## src/rtl/jtcps_rom_nslots.sv

```systemverilog
// N-slot ROM read cache: each slot keeps one word; misses are arbitrated round-robin onto one SDRAM port.
// Hit latency 0 cycles (combinational slot_ok); refill takes one request handshake plus 1 or 2 data beats.
module jtcps_rom_nslots #(
  parameter int SDRAMW = 23,
  parameter int SLOTS  = 4,
  parameter int AW     = 22,
  parameter int DW     = 32
) (
  input  logic                    clk,
  input  logic                    rst_n,
  input  logic [SLOTS-1:0]        slot_cs,
  input  logic [SLOTS-1:0]        slot_clr,
  input  logic [SLOTS*AW-1:0]     slot_addr,
  input  logic [SLOTS*SDRAMW-1:0] offset,
  output logic [SLOTS-1:0]        slot_ok,
  output logic [SLOTS*DW-1:0]     slot_dout,
  output logic [SDRAMW-1:0]       sdram_addr,
  output logic                    sdram_req,
  input  logic                    sdram_ack,
  input  logic                    data_dst,
  input  logic                    data_rdy,
  input  logic [15:0]             data_read
);

  localparam int PW = (SLOTS > 1) ? $clog2(SLOTS) : 1;
  localparam int SW = (DW == 32) ? 32 : 16;

  typedef enum logic [1:0] {IDLE, REQ, WAIT} state_t;

  state_t            state, state_nxt;
  logic [PW-1:0]     ptr, gnt, gsel;
  logic              found, beat, drop, last, fill;
  logic [AW-1:0]     gnt_tag;
  logic [15:0]       lo_buf;
  logic [SW-1:0]     fill_dat;
  logic [SLOTS-1:0]  valid, hit, cand;
  logic [AW-1:0]     tag      [SLOTS];
  logic [SW-1:0]     data     [SLOTS];
  logic [AW-1:0]     key      [SLOTS];
  logic [SDRAMW-1:0] addr_calc[SLOTS];
  int                idx;

  wire unused_ok = &{1'b0, data_dst, lo_buf};

  // Byte-wide slots share one 16-bit SDRAM word between two adjacent addresses
  for (genvar gi = 0; gi < SLOTS; gi++) begin : g_slot
    if (DW == 8) begin : g_byte
      assign key[gi] = {1'b0, slot_addr[gi*AW+1 +: AW-1]};
      assign slot_dout[gi*DW +: DW] = slot_addr[gi*AW] ? data[gi][15:8] : data[gi][7:0];
    end else begin : g_word
      assign key[gi] = slot_addr[gi*AW +: AW];
      assign slot_dout[gi*DW +: DW] = data[gi][DW-1:0];
    end
    assign addr_calc[gi] = offset[gi*SDRAMW +: SDRAMW] + SDRAMW'(key[gi]);
    assign hit[gi]  = valid[gi] && (tag[gi] == key[gi]);
    assign cand[gi] = slot_cs[gi] & ~hit[gi] & ~slot_clr[gi];
  end

  if (DW == 32) begin : g_fill32
    assign fill_dat = {data_read, lo_buf};
  end else begin : g_fill16
    assign fill_dat = data_read;
  end

  assign slot_ok   = slot_cs & hit;
  assign sdram_req = (state == REQ);
  assign last      = data_rdy && (beat || DW != 32);
  assign fill      = (state == WAIT) && last && !drop && !slot_clr[gnt];

  // Round-robin search starting at ptr
  always_comb begin
    found = 1'b0;
    gsel  = '0;
    idx   = 0;
    for (int k = 0; k < SLOTS; k++) begin
      idx = int'(ptr) + k;
      if (idx >= SLOTS) idx = idx - SLOTS;
      if (!found && cand[idx]) begin
        found = 1'b1;
        gsel  = PW'(idx);
      end
    end
  end

  always_comb begin
    state_nxt = state;
    case (state)
      IDLE:    if (found)     state_nxt = REQ;
      REQ:     if (sdram_ack) state_nxt = WAIT;
      WAIT:    if (last)      state_nxt = IDLE;
      default:                state_nxt = IDLE;
    endcase
  end

  always_ff @(posedge clk or negedge rst_n) begin
    if (!rst_n) begin
      state      <= IDLE;
      ptr        <= '0;
      gnt        <= '0;
      gnt_tag    <= '0;
      sdram_addr <= '0;
      beat       <= 1'b0;
      drop       <= 1'b0;
      lo_buf     <= '0;
    end else begin
      state <= state_nxt;
      case (state)
        IDLE: if (found) begin
          gnt        <= gsel;
          gnt_tag    <= key[gsel];
          sdram_addr <= addr_calc[gsel];
          ptr        <= (gsel == PW'(SLOTS-1)) ? '0 : gsel + 1'b1;
          drop       <= 1'b0;
        end
        REQ: begin
          if (sdram_ack)     beat <= 1'b0;
          if (slot_clr[gnt]) drop <= 1'b1;
        end
        WAIT: begin
          if (data_rdy) begin
            beat   <= 1'b1;
            lo_buf <= data_read;
          end
          if (slot_clr[gnt]) drop <= 1'b1;
        end
        default: ;
      endcase
    end
  end

  // A clear always beats a refill landing on the same slot
  always_ff @(posedge clk or negedge rst_n) begin
    if (!rst_n) begin
      valid <= '0;
      for (int i = 0; i < SLOTS; i++) begin
        tag[i]  <= '0;
        data[i] <= '0;
      end
    end else begin
      for (int i = 0; i < SLOTS; i++) begin
        if (slot_clr[i]) begin
          valid[i] <= 1'b0;
        end else if (fill && gnt == PW'(i)) begin
          valid[i] <= 1'b1;
          tag[i]   <= gnt_tag;
          data[i]  <= fill_dat;
        end
      end
    end
  end

endmodule

```

## config.mk

```make
export PLATFORM = sky130hd
export DESIGN_NAME = jtcps_rom_nslots
export DESIGN_NICKNAME = d
export VERILOG_FILES = /design/src/rtl/jtcps_rom_nslots.sv
export SDC_FILE = /design/constraint.sdc
export NUM_CORES = 1
export LEC_CHECK = 0
export CORE_MARGIN = 2
export CORE_UTILIZATION = 39
export CTS_CLUSTER_SIZE = 30
export DETAILED_ROUTE_END_ITERATION = 6
export HOLD_SLACK_MARGIN = 0.05
export PLACE_DENSITY = 0.61
export REMOVE_ABC_BUFFERS = 1
export SYNTH_ARGS = -nofsm -noshare
export SYNTH_HDL_FRONTEND = slang
export SYNTH_SLANG_ARGS = --single-unit
```

## constraint.sdc

```tcl
create_clock -name clk -period 3.6 [get_ports clk]
set_input_delay 0.36 -clock clk [delete_from_list [all_inputs] [get_ports clk]]
set_output_delay 0.36 -clock clk [all_outputs]
set_load 0.005 [all_outputs]
```

==> metrics.yaml, run 1 <==
cells_and_area:
  nFillCells: 3842
  drive_above_1_share_pct: 22.9
  area.growth.synth_to_final_pct: 41.1
  nets: 2507
timing:
  max-slew-margin-rel_pct: 43.2
  skew_ns: 0.0180
  fin_crit_sh_pct: 96.5
  hold_viol: 0
  tightest_slew_ns: 0.852
  period_needed_ns: 3.47
  setup_violations: 0
  rsz0062_at_grt: "yes"
  max_freq_mhz: 288
  whs_ns: 0.485
  finalMaxSlewViolations: 0
power:
  leakagePower_uw: 0.0115
  total_power_uw: 12500
  ir_drop_mv: 0.373
  p_per_area_mw_per_mm2: 517
synth:
  yosysUniqueCellTypes: 68
  synth_cells: 1666
  synthAdderAreaFrac_pct: 7.09
  synth_area_leaders: "dfrtp_1 42%, mux2_2 15%, ha_1 6.6%, nand2_1 4.5%, xor2_1 4.5%"
  synth_warnings: 0
  synth_mux_area_share_pct: 15.9
  synth-xor-area-share_pct: 7.90
  async_reset_ff_share_pct: 100
  synth-seq-area-share_pct: 42.1
  ys.flop_type: "dfrtp_1"
  synth_area_leader_cell: "dfrtp_1"
  synth-simple-area-share_pct: 11.3
  yosysTopAreaCellShare_pct: 42.1
  synth_edf_count: 0
  syn_area_per_cell_um2: 10.3
  mappedNetlistArea_mm2: 0.0172
  synth.ff_latch_count: 289
  synth_compound_area_share_pct: 13.0
  synth_top_family_by_area: "multiplexers"
  synth_commonest_cells: "289 x dfrtp_1, 235 x mux2_2, 208 x nand2_1, 99 x o21ai_0, 91 x ha_1"
  synth_most_common_cell: "dfrtp_1"
cts:
  numCtsBuffers: 36
  clkTransAtPathRegs_ns: 0.06
  h-tree-depth: 2
  cts_tree: "done"
  cts_sinks: 289
  clk_latency_ns: 0.53
  cts_root_buffer: "clkbuf_16"
  clk_path_buf_depth: 3
critical_path:
  start_kind: "input port"
  critPathArrivalTime_ns: 3.91
  required_ns: 4.04
  max_stage_delay_ns: 0.64
  worstSetupPathType: "input port to flop"
  cp_slowest_cell: "clkdlybuf4s50_1"
  path_buf_inv: 4
  crit_path_end_kind: "flop"
  critPathMaxFanout: 21
  critPathTopFamily: "compound AO/OA/AOI/OAI gates"
  cp_cell_sequence: "clkdlybuf4s50_1 -> xor2_1 -> nor4_4 -> nand4_1 -> o41ai_2 -> buf_4 -> inv_1 -> o221ai_4 -> buf_6 -> nor2_1 -> a211oi_1 -> a21oi_1 -> o21ai_1"
place:
  finalWeightedCongestion: 0.957
  dp_hpwl_mm: 47.7
  io_buffers: 363
routing:
  drt_wl_total_mm: 61.5
  routedWlPerCell_um: 21.9
  dr.pass1.iters: 5
  vias_per_cell: 5.33
  ant_nets: 0
  drtIter0Drc: 988
  vias: 15000
  drc: 0
run_status:
  outcome: "finished, final reports clean"
global_routing:
  grt_use_total_pct: 26.9
  grt_max_degree: 104
  antenna_found_initial: 6
  grt_pass1_vias: 15500
  gr-total-overflow: 0
  grt_pass1_wl_mm: 92.0
die:
  die_w_um: 214
  placeableCoreArea_mm2: 0.0433
  die_h_um: 214
  row_count: 76
  top_level_ports: 365
  fp.dieArea_mm2: 0.0457
  start_util_pct: 39.7
flow_run:
  maxCapViolCount: 0
min_path:
  hold_path.class: "input port to async pin"
routing by layer:
metal,GRT usage (%),wire length (um)
met4,9.32,2190
met2,42.4,27200
met5,0,51
met3,7.56,5500
met1,35.6,26600
worst reg2reg max path: cells and delay by family (launching register included):
family          cells  cell delay, ns
xor+xnor            1            0.25
simple gates        3            0.92
flops               1            0.38
compound gates      5            1.23
buf+inv             3            0.54
registers in the layout, summed over array words and instances, names as in the netlist:
| register | count |
|---|---|
| drop | 1 |
| sdram_addr | 23 |
| slot_dout | 128 |
| state | 2 |
| gnt_tag | 22 |
| ptr | 2 |
| tag | 88 |
| lo_buf | 16 |
| beat | 1 |
| gnt | 2 |
| valid | 4 |
kinds of logic after synthesis:
logic type / Yosys count
fa+ha+maj: 95
compound gates: 350
buf+inv: 110
flops: 289
simple gates: 426
xor+xnor: 155
mux: 241
power breakdown:
| part | leakage, uW | switching, uW | internal (uW) |
|---|---|---|---|
| registers | 0.00390 | 591 | 3950 |
| logic | 0.00700 | 1990 | 2200 |
| clock network | 0.000600 | 1440 | 2370 |
stage by stage:
stage | TNS (ns) | setup slack, ns | util, % | cell area (um2) | cells
3_3_place_gp | -29.74 | -0.776 | 53.0 | 22900 | 2748
4_1_cts | 0 | 0.0265 | 56.0 | 24200 | 2811
2_1_floorplan | -392.52 | -4.31 | - | 16900 | 1604
3_5_place_dp | -32.81 | -0.823 | 53.0 | 22900 | 2748
6_report | 0 | 0.125 | 56.0 | 24200 | 2814
5_1_grt | -0.0550 | -0.0313 | 56.0 | 24200 | 2812
placed cells by master, fill, tap and decap left out, drive strengths merged, types with 4 or more instances in the layout:
cell / count
nand4: 17
a211oi: 25
o31a: 5
nor4: 19
a31oi: 12
or2: 6
mux2: 235
a21oi: 90
and3: 7
xor2: 89
inv: 51
o41ai: 4
nand3b: 4
a21o: 27
o21bai: 11
bufinv: 5
clkdlybuf4s50: 362
and2: 9
nor3: 20
nand2b: 11
xnor2: 66
o21ai: 107
nand2: 208
dfrtp: 289
mux2i: 4
a22o: 4
ha: 91
o221ai: 4
nor2b: 17
o21a: 8
o211ai: 10
nand3: 36
buf: 198
nor2: 61
clkbuf: 49
o31ai: 12
or3: 5
fa: 4
final cells by class:
cell class                      count  area [um2]  share of cell area, %
Clock buffer                       49        1030                   4.25
Tap cell                          585         732                   3.02
Clock inverter                     13         215                  0.888
Antenna cell                        2        5.00                 0.0206
Sequential cell                   289        7230                   29.8
Multi-Input combinational cell   1267        9560                   39.4
Timing Repair Buffer              561        5280                   21.8
Inverter                           48         180                  0.743
worst paths after layout:
check                                startpoint                        end  slack, ns  depth (start not counted)
min reg2reg                valid[0]$_DFFE_PN0P_       valid[0]$_DFFE_PN0P_       0.49                          1
min                                       rst_n  slot_dout[22]$_DFFE_PN0P_       0.49                          2
max                               slot_addr[71]  sdram_addr[5]$_DFFE_PN0P_       0.13                         13
max reg2reg                 tag[20]$_DFFE_PN0P_  sdram_addr[5]$_DFFE_PN0P_       0.18                         12
max in group asynchronous                 rst_n  sdram_addr[7]$_DFFE_PN0P_       2.21                          3
min in group clk           valid[0]$_DFFE_PN0P_       valid[0]$_DFFE_PN0P_       0.49                          1
repair_timing:
action	4_1_cts	5_1_grt
endpoints found under the setup margin	45	28
buffers inserted	0	1
resized for setup	2	5
pin swaps	0	0
hold buffers	1	0
hold endpoints to repair	100	0
No activity file was read; power rests on OpenSTA's default activity.
==> inputs of run 2 (changes only) <==
CAP_MARGIN = 40   (was default)
==> results of run 2 <==
The final DEF is identical to that of run 1; final timing and power are the same.
==> inputs of run 3 (changes only) <==
CORE_UTILIZATION = 52   (was 39)
PLACE_DENSITY = 0.78   (was 0.61)
SLEW_MARGIN = 25   (was default)
==> run 3 against run 2 <==
Net effect: setup slack got worse by 0.019 ns; non-clock buffer count decreased by 36; fmax decreased by 0.56%; flip-flop and latch count stayed put; core utilization rose by 17 points; first-iteration DRC count rose by 28%; hold slack worse by 0.10 ns; critical path type is now flop to primary output.
==> metrics.yaml, run 3 (synthesis results as in run 1) <==
timing:
  hold_viol: 0
  setup_slack_ns: 0.106
  max_freq_mhz: 286
  finalMaxSlewViolations: 0
  tightest_slew_ns: 0.706
  rsz0062_at_grt: "no"
  skew_ns: 0.0150
  period_needed_ns: 3.49
  setup_violations: 0
  fin_crit_sh_pct: 97.1
  max-slew-margin-rel_pct: 52.9
global_routing:
  antenna_found_initial: 2
  grt_pass1_vias: 15500
  gr-total-overflow: 0
  met2_usage_pct: 55.8
  grt_max_degree: 95
  top_usage_layer: "met2"
  use_met3_pct: 8.77
  grtUsageMet1_pct: 44.4
  grt_use_total_pct: 34.4
  grt_pass1_wl_mm: 89.7
place:
  finalWeightedCongestion: 0.991
  post-place-ws_ns: -0.523
  io_buffers: 363
  dp_hpwl_mm: 45.8
cells_and_area:
  nets: 2465
  final_core_util_pct: 72.6
  antennaDiodeCount: 0
  largest_reg_flops: 128
  drive_above_1_share_pct: 21.5
  final_common_cell: "clkdlybuf4s50_1"
  area.growth.synth_to_final_pct: 37.4
  final_cell_mix: "362 x clkdlybuf4s50_1, 289 x dfrtp_1, 235 x mux2_2"
routing:
  drc: 0
  vias_per_cell: 5.85
  routedWlPerCell_um: 22.8
  dr.pass1.iters: 5
  ant_nets: 0
  drt_wl_total_mm: 60.0
  drtIter0Drc: 1267
  vias: 15400
cts:
  clkTransAtPathRegs_ns: 0.06
  clk_path_buf_depth: 3
  h-tree-depth: 1
  cts_setup_buffers: 0
  numCtsBuffers: 30
  cts_root_buffer: "clkbuf_16"
  cts_sinks: 289
  clk_latency_ns: 0.57
  cts_tree: "done"
power:
  total_power_uw: 12300
  ir_drop_mv: 0.472
  p_per_area_mw_per_mm2: 519
  leakagePower_uw: 0.0113
critical_path:
  worstSetupPathType: "flop to primary output"
  crit_path_end_kind: "primary output"
  required_ns: 3.24
  start_kind: "flop"
  critPathMaxFanout: 2
  critPathArrivalTime_ns: 3.13
die:
  row_count: 66
  die_w_um: 186
  start_util_pct: 52.8
  placeableCoreArea_mm2: 0.0325
  fp.dieArea_mm2: 0.0345
  top_level_ports: 365
  die_h_um: 186
flow_run:
  maxCapViolCount: 0
run_status:
  outcome: "finished, final reports clean"
min_path:
  hold_path.class: "input port to async pin"
-- run 3: final timing paths --
kind / cells past startpoint / start / endpoint / slack, ns
worst max-delay path: 7 / tag[46]$_DFFE_PN0P_ / slot_ok[1] / 0.11
worst min-delay path: 2 / rst_n / slot_dout[60]$_DFFE_PN0P_ / 0.38
worst max register to register: 12 / tag[46]$_DFFE_PN0P_ / sdram_addr[19]$_DFFE_PN0P_ / 0.18
worst min register to register: 2 / sdram_addr[6]$_DFFE_PN0P_ / sdram_addr[6]$_DFFE_PN0P_ / 0.48
max in group asynchronous: 3 / rst_n / valid[1]$_DFFE_PN0P_ / 2.27
min in group clk: 2 / slot_clr[1] / valid[1]$_DFFE_PN0P_ / 0.47
-- run 3: routing by layer --
metal	vias up	routed length (um)
met5	-	11
met4	2	2400
met3	137	6140
met2	747	27000
met1	7509	24400
li1	6972	-
-- run 3: worst max-delay path, cell delays in order, from the launching register on --
cell	delay (ns)
dfrtp_1	0.40
xor2_1	0.18
nor4_2	0.42
buf_4	0.18
nand4_1	0.22
nor4_1	0.48
and2_1	0.20
clkdlybuf4s50_1	0.49
-- run 3: repair_timing --
| item | CTS | global route |
|---|---|---|
| hold endpoints to repair | 90 | 0 |
| resized for setup | 1 | 1 |
| hold buffers | 1 | 0 |
| setup endpoints to repair | 1 | 1 |
| pin swaps | 0 | 0 |
-- run 3: area by class of cell --
cell class / count / area (um2)
sequential: 289 / 7230
clock buffer: 40 / 870
clock inverter: 15 / 249
timing repair buffer: 525 / 4980
inverter: 48 / 180
fill: 2330 / 8930
multi-input combinational: 1267 / 9540
tap: 442 / 553
-- run 3: per-stage QoR --
stage	cells	hold slack, ns	setup TNS (ns)	area [um2]
global placement	2570	0.423	-12.86	22500
CTS	2626	0.427	0	23600
detailed placement	2570	0.428	-20.84	22500
floorplan	1604	0.0644	-392.52	16900
global route	2626	0.474	0	23600
finish	2626	0.381	0	23600
-- run 3: where the power goes --
group	internal, uW	leakage [uW]	total (uW)	switching, uW
Sequential	3940	0.00390	4590	647
Clock	2130	0.000543	3510	1380
Combinational	2160	0.00681	4150	1990
Total	8230	0.0113	12300	4020
